<file path="src/rtl/cpu16_pkg.sv">
// cpu16_pkg: shared widths, divider state encoding and iteration count
package cpu16_pkg;
  localparam int WIDTH = 16;
  localparam int DIV_ITER = WIDTH;
  typedef enum logic [1:0] {IDLE, RUN, DONE} div_state_t;
endpackage

</file>
<file path="src/rtl/alu1bit.sv">
// alu1bit: one-bit add/subtract slice with operand-a enable, b inversion and reset gating
module alu1bit (
  input  logic reset,
  input  logic aen,
  input  logic binv,
  input  logic a,
  input  logic b,
  input  logic cin,
  output logic sum,
  output logic cout
);
  logic ae, be;
  always_comb begin
    ae = a & aen;
    be = b ^ binv;
    sum = !reset & (ae ^ be ^ cin);
    cout = !reset & ((ae & be) | (cin & (ae ^ be)));
  end
endmodule

</file>
<file path="src/rtl/sub16_chain.sv">
// sub16_chain: ripple a - b on alu1bit slices; cout=1 means no borrow
module sub16_chain import cpu16_pkg::*; #(
  parameter int W = WIDTH + 1
) (
  input  logic [W-1:0] a,
  input  logic [W-1:0] b,
  output logic [W-1:0] diff,
  output logic         cout
);
  logic [W:0] c;
  assign c[0] = 1'b1;
  for (genvar g = 0; g < W; g++) begin : g_slice
    alu1bit u_slice (
      .reset(1'b0),
      .aen  (1'b1),
      .binv (1'b1),
      .a    (a[g]),
      .b    (b[g]),
      .cin  (c[g]),
      .sum  (diff[g]),
      .cout (c[g+1])
    );
  end
  assign cout = c[W];
endmodule

</file>
<file path="src/rtl/div16_seq.sv">
// div16_seq: sequential restoring unsigned divider, one quotient bit per clock
module div16_seq #(
  parameter int WIDTH = cpu16_pkg::WIDTH
) (
  input  logic             clk,
  input  logic             reset,
  input  logic             start,
  input  logic [WIDTH-1:0] dividend,
  input  logic [WIDTH-1:0] divisor,
  output logic             busy,
  output logic             done,
  output logic [WIDTH-1:0] quotient,
  output logic [WIDTH-1:0] remainder,
  output logic             div_by_zero
);
  import cpu16_pkg::*;
  localparam int CW = $clog2(WIDTH) + 1;
  div_state_t state, next;
  logic [CW-1:0] cnt;
  logic [WIDTH-1:0] p, q, dvs, p_n, q_n;
  logic [WIDTH:0] ps, t;
  logic cout, accept, fit, last, zero;
  assign ps = {p, q[WIDTH-1]};
  sub16_chain #(.W(WIDTH + 1)) u_sub (
    .a   (ps),
    .b   ({1'b0, dvs}),
    .diff(t),
    .cout(cout)
  );
  always_comb begin
    accept = start && state != RUN;
    zero = divisor == '0;
    // the top difference bit must also be clear for the trial to fit in WIDTH bits
    fit = cout && !t[WIDTH];
    last = cnt == CW'(WIDTH - 1);
    p_n = fit ? t[WIDTH-1:0] : ps[WIDTH-1:0];
    q_n = {q[WIDTH-2:0], fit};
    next = accept ? (zero ? DONE : RUN) : state == RUN ? (last ? DONE : RUN) : IDLE;
  end
  always_ff @(posedge clk) state <= !reset ? IDLE : next;
  always_comb begin
    busy = state == RUN;
    done = state == DONE;
  end
  always_ff @(posedge clk) begin
    if (!reset) begin
      cnt <= '0;
      p <= '0;
      q <= '0;
      dvs <= '0;
      quotient <= '0;
      remainder <= '0;
      div_by_zero <= 1'b0;
    end else if (accept) begin
      cnt <= '0;
      p <= '0;
      q <= dividend;
      dvs <= divisor;
      div_by_zero <= zero;
      if (zero) begin
        quotient <= '1;
        remainder <= dividend;
      end
    end else if (state == RUN) begin
      cnt <= cnt + 1'b1;
      p <= p_n;
      q <= q_n;
      if (last) begin
        quotient <= q_n;
        remainder <= p_n;
      end
    end
  end
endmodule

</file>
<file path="config.mk">
export PLATFORM = sky130hd
export DESIGN_NAME = div16_seq
export DESIGN_NICKNAME = d
export VERILOG_FILES = /design/src/rtl/cpu16_pkg.sv /design/src/rtl/alu1bit.sv /design/src/rtl/sub16_chain.sv /design/src/rtl/div16_seq.sv
export SDC_FILE = /design/constraint.sdc
export NUM_CORES = 1
export LEC_CHECK = 0
export CORE_MARGIN = 8
export CORE_UTILIZATION = 25
export DETAILED_ROUTE_END_ITERATION = 10
export DONT_BUFFER_PORTS = 1
export MAX_ROUTING_LAYER = met4
export PLACE_DENSITY_LB_ADDON = 0.3
export SLEW_MARGIN = 20
export SYNTH_ARGS = -nofsm -noshare
export SYNTH_HDL_FRONTEND = slang
export SYNTH_HIERARCHICAL = 1
export SYNTH_SLANG_ARGS = --single-unit
</file>
<file path="constraint.sdc">
create_clock -name clk -period 12.84 [get_ports clk]
set_input_delay 2.568 -clock clk [delete_from_list [all_inputs] [get_ports clk]]
set_output_delay 2.568 -clock clk [all_outputs]
set_load 0.03 [all_outputs]
</file>
Yosys cells after proc, flatten, opt, wreduce, memory -nomap -nowiden --
Index checks and enable logic that the tools add are counted.
Storage, ports and cells: bits in registers 88, bits in latches 0, RAM bits 0, ROM bits 0, input port bits 35, output and inout port bits 35, word-level logic and storage cells 137, memories 0
Operators by class: add/subtract/negate cells 1, multipliers 0, div/mod/pow operators 0, $lt $le $gt $ge 0, equal/unequal tests 5, shifts and indexed selects 0, muxes and demuxes 15, bitwise operators 100, reductions and logical operators 8
Operator list (number):
- $mux 16 | 11
- $and 1x1->1 | 32
- $xor 1x1->1 | 32
- $not 1->1 | 19
- $or 1x1->1 | 17
- $logic_not 16->1 | 1
- $mux 2 | 4
- $add 5x1->5 const B | 1
- $eq 5x4->1 const B | 1
- $ne 2x1->1 const B | 2
- $reduce_bool 2->1 | 2
- $reduce_and 3->1 | 1
- $eq 2x1->1 const B | 1
- $eq 2x2->1 const B | 1
- $logic_and 1x1->1 | 2
- $reduce_or 2->1 | 1
- $logic_not 1->1 | 1

Longest topological paths before layout --
depth after elaboration 40, gate-level depth with buffers 57, gate-level depth less buffers 55

By module --
The synthesis kept the hierarchy.
Modules (own cells, without submodules):
- div16_seq | times used 1, cells an instance 407, area each 3848.7 µm², seq. area each 1761.7 µm²
- alu1bit | times used 17, cells an instance 6, area each 43.8 µm², seq. area each 0.0 µm²
- sub16_chain | times used 1, cells an instance 2, area each 7.5 µm², seq. area each 0.0 µm²

Least setup slack after synthesis --
Ideal clock, no wire load.
path type reg2reg, from reg dvs[0], to reg remainder[10], setup time 0.115 ns, arrival 10.322 ns, data required time 12.725 ns, setup slack 2.404 ns, cell stages (with the launch flop) 58, clock period less this slack 10.436 ns, cells stage by stage dfxtp_1 xnor2_1 fa_1 nor2_1 inv_1 fa_1 nor2_1 inv_1 fa_1 nor2_1 inv_1 fa_1 nor2_1 inv_1 fa_1 nor2_1 inv_1 fa_1 [... 22 more ...] inv_1 fa_1 nor2_1 inv_1 fa_1 nor2_1 inv_1 fa_1 nor2_1 inv_1 fa_1 nor2_1 nor2b_1 buf_4 buf_2 mux2i_1 o22ai_1 o21a_1
On the way: cells in the longest elaborated chain, start to end 40, elaborated cells on any way between the ends 44, those cells by class mux: 4; bitwise: 38; reduce/logical: 2
RTL lines:
- from (decl) | RTL line div16_seq.sv:20 | logic [WIDTH-1:0] p, q, dvs, p_n, q_n;
- from (signal assigned) | RTL line div16_seq.sv:58 | dvs <= divisor;
- $not 1->1 (no line) *
- $and 1x1->1 / $xor 1x1->1 (equally long branches) | RTL line alu1bit.sv:17 | cout = !reset & ((ae & be) | (cin & (ae ^ be)));
- $or 1x1->1 * | RTL line alu1bit.sv:17
- via u_sub.c[1] | RTL line sub16_chain.sv:10 | logic [W:0] c;
- $and 1x1->1 * | RTL line alu1bit.sv:17
- $or 1x1->1 * | RTL line alu1bit.sv:17
- via u_sub.c[2] | RTL line sub16_chain.sv:10
- $and 1x1->1 * | RTL line alu1bit.sv:17
- [... 1 more ...]
- via u_sub.c[3] | RTL line sub16_chain.sv:10
- [... 2 more ...]
- via u_sub.c[4] | RTL line sub16_chain.sv:10
- [... 2 more ...]
- via u_sub.c[5] | RTL line sub16_chain.sv:10
- [... 2 more ...]
- via u_sub.c[6] | RTL line sub16_chain.sv:10
- [... 2 more ...]
- via u_sub.c[7] | RTL line sub16_chain.sv:10
- [... 2 more ...]
- via u_sub.c[8] | RTL line sub16_chain.sv:10
- [... 2 more ...]
- via u_sub.c[9] | RTL line sub16_chain.sv:10
- [... 2 more ...]
- via u_sub.c[10] | RTL line sub16_chain.sv:10
- [... 2 more ...]
- via u_sub.c[11] | RTL line sub16_chain.sv:10
- [... 2 more ...]
- via u_sub.c[12] | RTL line sub16_chain.sv:10
- [... 2 more ...]
- via u_sub.c[13] | RTL line sub16_chain.sv:10
- [... 2 more ...]
- via u_sub.c[14] | RTL line sub16_chain.sv:10
- [... 2 more ...]
- via u_sub.c[15] | RTL line sub16_chain.sv:10
- [... 2 more ...]
- via u_sub.c[16] | RTL line sub16_chain.sv:10
- $xor 1x1->1 * | RTL line alu1bit.sv:16 | sum = !reset & (ae ^ be ^ cin);
- via t[16] | RTL line div16_seq.sv:21 | logic [WIDTH:0] ps, t;
- $logic_not 1->1 * | RTL line div16_seq.sv:34 | fit = cout && !t[WIDTH];
- $logic_and 1x1->1 * | RTL line div16_seq.sv:34
- $mux 16 * | RTL line div16_seq.sv:36 | p_n = fit ? t[WIDTH-1:0] : ps[WIDTH-1:0];
- $mux 16 * | RTL line div16_seq.sv:68 | if (last) begin
- $mux 16 * | RTL line div16_seq.sv:64 | end else if (state == RUN) begin
- $mux 16 * | RTL line div16_seq.sv:54 | end else if (accept) begin
- to (signal assigned) | RTL line div16_seq.sv:62 | remainder <= dividend;
- to (signal assigned) | RTL line div16_seq.sv:70 | remainder <= p_n;
- to (decl) | RTL line div16_seq.sv:13 | output logic [WIDTH-1:0] remainder,
Mark *: on every way through the listed nets, which the timed path passes. The rest lies on a longest branch. The select of a mux whose other input is x is not followed. A chain may end at the register's enable or synchronous reset.

Final worst setup path --
from reg q[15], to reg remainder[8]
On the way: cells in the longest elaborated chain, start to end 39, elaborated cells on any way between the ends 43, those cells by class mux: 4; bitwise: 37; reduce/logical: 2
RTL lines:
- from (decl) | RTL line div16_seq.sv:20
- from (signal assigned) | RTL line div16_seq.sv:57 | q <= dividend;
- from (signal assigned) | RTL line div16_seq.sv:67 | q <= q_n;
- $and 1x1->1 / $xor 1x1->1 (equally long branches) | RTL line alu1bit.sv:17
- $or 1x1->1 * | RTL line alu1bit.sv:17
- via u_sub.c[1] | RTL line sub16_chain.sv:10
- $and 1x1->1 * | RTL line alu1bit.sv:17
- $or 1x1->1 * | RTL line alu1bit.sv:17
- via u_sub.c[2] | RTL line sub16_chain.sv:10
- $and 1x1->1 * | RTL line alu1bit.sv:17
- $or 1x1->1 * | RTL line alu1bit.sv:17
- via u_sub.c[3] | RTL line sub16_chain.sv:10
- [... 2 more ...]
- via u_sub.c[4] | RTL line sub16_chain.sv:10
- [... 2 more ...]
- via u_sub.c[5] | RTL line sub16_chain.sv:10
- [... 2 more ...]
- via u_sub.c[6] | RTL line sub16_chain.sv:10
- [... 2 more ...]
- via u_sub.c[7] | RTL line sub16_chain.sv:10
- [... 2 more ...]
- via u_sub.c[8] | RTL line sub16_chain.sv:10
- [... 2 more ...]
- via u_sub.c[9] | RTL line sub16_chain.sv:10
- [... 2 more ...]
- via u_sub.c[10] | RTL line sub16_chain.sv:10
- [... 2 more ...]
- via u_sub.c[11] | RTL line sub16_chain.sv:10
- [... 2 more ...]
- via u_sub.c[12] | RTL line sub16_chain.sv:10
- [... 2 more ...]
- via u_sub.c[13] | RTL line sub16_chain.sv:10
- [... 2 more ...]
- via u_sub.c[14] | RTL line sub16_chain.sv:10
- [... 2 more ...]
- via u_sub.c[15] | RTL line sub16_chain.sv:10
- [... 2 more ...]
- via u_sub.c[16] | RTL line sub16_chain.sv:10
- $xor 1x1->1 * | RTL line alu1bit.sv:16
- via t[16] | RTL line div16_seq.sv:21
- $logic_not 1->1 * | RTL line div16_seq.sv:34
- $logic_and 1x1->1 * | RTL line div16_seq.sv:34
- $mux 16 * | RTL line div16_seq.sv:36
- $mux 16 * | RTL line div16_seq.sv:68
- $mux 16 * | RTL line div16_seq.sv:64
- $mux 16 * | RTL line div16_seq.sv:54
Marks and branches as above.

==> run_results.csv <==
group,metric,value,unit
critical_path,critPathLaunchType,"register",
detailed_routing,vias,3458,
place,placed_cell_area,4990,um^2
yosys,synth_enable_flop_cells,0,
critical_path,worstSetupStartpoint,"q[15]",
critical_path,cp_max_fo,18,
power,switching_share,0.257,
critical_path,cp.required,13070,ps
clock_network,cts.htree.levels,3,
clock_network,postCtsHoldBufs,0,
power,p_per_area,115,nW/um^2
critical_path,critPathBufInv,17,
yosys,ys_top_cells_by_area,"dfxtp_1, fa_1, nand2_1",
yosys,ys.flop_type,"dfxtp_1",
clock_network,ctsResizeCount,0,
floorplanning,start_util,0.255,
critical_path,cp.depth,56,
critical_path,critical_path_class,"reg -> reg",
cells_and_area,diodes,0,
sta,finalClockSkew,9.13,ps
critical_path,cp-end-kind,"register",
floorplanning,io-pin-count,70,
critical_path,crit_family,"adder cells",
critical_path,slowest_delay,530,ps
cells_and_area,nets,608,
yosys,synth_cell_types,35,
critical_path,reg2reg_depth,56,
cells_and_area,finalNonFillerCells,787,
sta,hold_viol_final,0,
floorplanning,rows,49,
power,combPwrFrac,0.109,
power,ir_worst_vdd,47.8,uV
floorplanning,dieHeight,152,um
clock_network,worst_skew_pair.late_latency,340,ps
global_routing,grt_pass1_wl,19.6,mm
critical_path,reg2reg_slack,1760,ps
yosys,ys_seq_area_frac,0.383,
yosys,synth_area,4600,um^2
detailed_routing,routedWlPerCell,15.4,um
place,port_buffers,0,
detailed_routing,first_iter_violations,164,
sta,min_period_over_period,0.863,
cells_and_area,syn2layout_area_growth,14.7,%
place,dp_cells,772,
clock_network,clk_pin_slew_worst_paths,70,ps
worst_hold_path,min_path_type,"reg -> reg",
yosys,synth_top_area_frac,0.383,
power,cellLeakagePower,2.04,nW
sta,maxSlewHeadroom,0.421,
sta,rsz0062_at_grt,"no",
clock_network,cts_tree,"built",
power,total_power,0.000609,W
critical_path,reg2reg_from,"q[15]",
detailed_routing,via_per_inst,4.39,
power,clkPwrFrac,0.410,
clock_network,cts_sinks,88,
sta,tightest_slew,867,ps
status,status,"complete, no violations",
run,max_cap_violations,0,
yosys,yosys.area.top_type,"dfxtp_1",
yosys,ys_top_cells_by_count,"dfxtp_1, nand2_1, nor2_1, mux2i_1",
yosys,synthCells,511,
clock_network,postCtsSetupRepairBufs,0,
power,switchingPower,0.000156,W
power,p_int,0.000453,W
critical_path,crit_end,"remainder[8]",
clock_network,cts_buffers,9,
sta,setup_viol,0,
critical_path,reg2reg_to,"remainder[8]",
place,hpwl,8.57,mm
global_routing,antenna_found_initial,0,
yosys,synthArstFlopShare,0,
cells_and_area,finalInstanceArea,5280,um^2
cells_and_area,n_fill_cell,1985,
detailed_routing,first_pass_iters,4,
sta,fmax,0.0903,GHz
clock_network,clockBufferDepth,2,
critical_path,crit_arrival,11310,ps
sta,final-max-slew-violation-count,0,
floorplanning,core-area,18000,um^2
sta,setup_tns,0,ps
global_routing,grt_start_max_net_pins,69,
clock_network,root_buffer,"clkbuf_16",
critical_path,crit_path_top_delay_cell,"fa_1",
yosys,avgSynthCellArea,9.00,um^2
floorplanning,die_area,23000,um^2
detailed_routing,ant_nets,0,
cells_and_area,fin_util,0.293,
global_routing,track_usage,0.113,
sta,period_minus_slack,11080,ps
cells_and_area,drive_gt1_frac,0.0627,
yosys,yosysWarnings,6,
detailed_routing,drc,0,
detailed_routing,routed_wirelength,12.1,mm
global_routing,grt_pass1_vias,3471,
global_routing,overflow,0,
place,gp_congestion,0.742,
yosys,synth_seq_cells,88,
power,seqPwrFrac,0.482,
floorplanning,fp.dieW,152,um
metrics by stage:
step                      hold WS [ps]  worst slack (ps)
after global placement             461              1900
final                              478              1760
after detailed placement           473              1710
after global routing               510               840
after CTS                          483              1680
after floorplan                    454              2400
state kept, by name, indices dropped and copies added, names as in the netlist:
| signal | flops |
|---|---|
| div_by_zero | 1 |
| quotient | 16 |
| p | 16 |
| remainder | 16 |
| cnt | 5 |
| q | 16 |
| state | 2 |
| dvs | 16 |
power by group through the flow:
| stage | Combinational [W] | Clock, W | Sequential [W] |
|---|---|---|---|
| after floorplan | 0.0000590 | 0 | 0.000297 |
| after global placement | 0.0000655 | 0 | 0.000299 |
| after detailed placement | 0.0000666 | 0 | 0.000299 |
| after CTS | 0.0000670 | 0.000258 | 0.000293 |
| after global routing | 0.0000773 | 0.000270 | 0.000295 |
| final | 0.0000662 | 0.000249 | 0.000293 |
layout by cell type, fill, tap and decap left out, types with 16 or more instances in the layout:
cell,instances
fa_1,17
dfxtp_1,88
a21oi_1,17
nand3_1,16
inv_1,19
a211oi_1,17
xnor2_1,18
a21boi_0,16
o21a_1,16
o211a_1,16
nor2_1,54
mux2i_1,32
nand2_1,88
conb_1,70
o22ai_1,17
per-layer routing:
layer / GRT usage / up-vias / share of wire
met1: 0.137 / 1599 / 0.45
met4: 0.0456 / 0 / 0.021
li1: - / 1771 / -
met3: 0.0371 / 15 / 0.076
met5: - / - / 0
met2: 0.171 / 73 / 0.45
worst min-delay path by stage:
stage	startpoint	end	slack [ps]	depth (start not counted)
after global routing	dvs[10]	dvs[10]	510	2
after global placement	cnt[1]	cnt[1]	460	2
after floorplan	cnt[1]	cnt[1]	450	2
after detailed placement	dvs[1]	dvs[1]	470	2
final	dvs[1]	dvs[1]	480	2
after CTS	dvs[1]	dvs[1]	480	2
area by class of cell:
| class | count | area (um^2) | area share |
|---|---|---|---|
| sequential | 88 | 1760 | 0.334 |
| tap | 229 | 287 | 0.0543 |
| timing repair buffer | 5 | 37.5 | 0.00712 |
| clock buffer | 11 | 253 | 0.0479 |
| multi-input combinational | 431 | 2840 | 0.538 |
| inverter | 19 | 71.3 | 0.0135 |
| clock inverter | 4 | 27.5 | 0.00522 |
worst min-delay path: cells and delay by family (launching register included):
| kind | cells | cell delay, ps |
|---|---|---|
| simple gates | 1 | 50 |
| flops | 1 | 320 |
| compound gates | 1 | 60 |
kinds of logic after synthesis:
family	Yosys count	synth area share
muxes	32	0.0696
adders and majority gates	19	0.0794
and+or+nand+nor	173	0.171
buffers and inverters	59	0.0560
DFF	88	0.383
AOI/OAI and AO/OA	117	0.201
xor gates and xnor gates	20	0.0381
other	3	0.00245
Note: power is estimated with default switching activity, not from simulation.
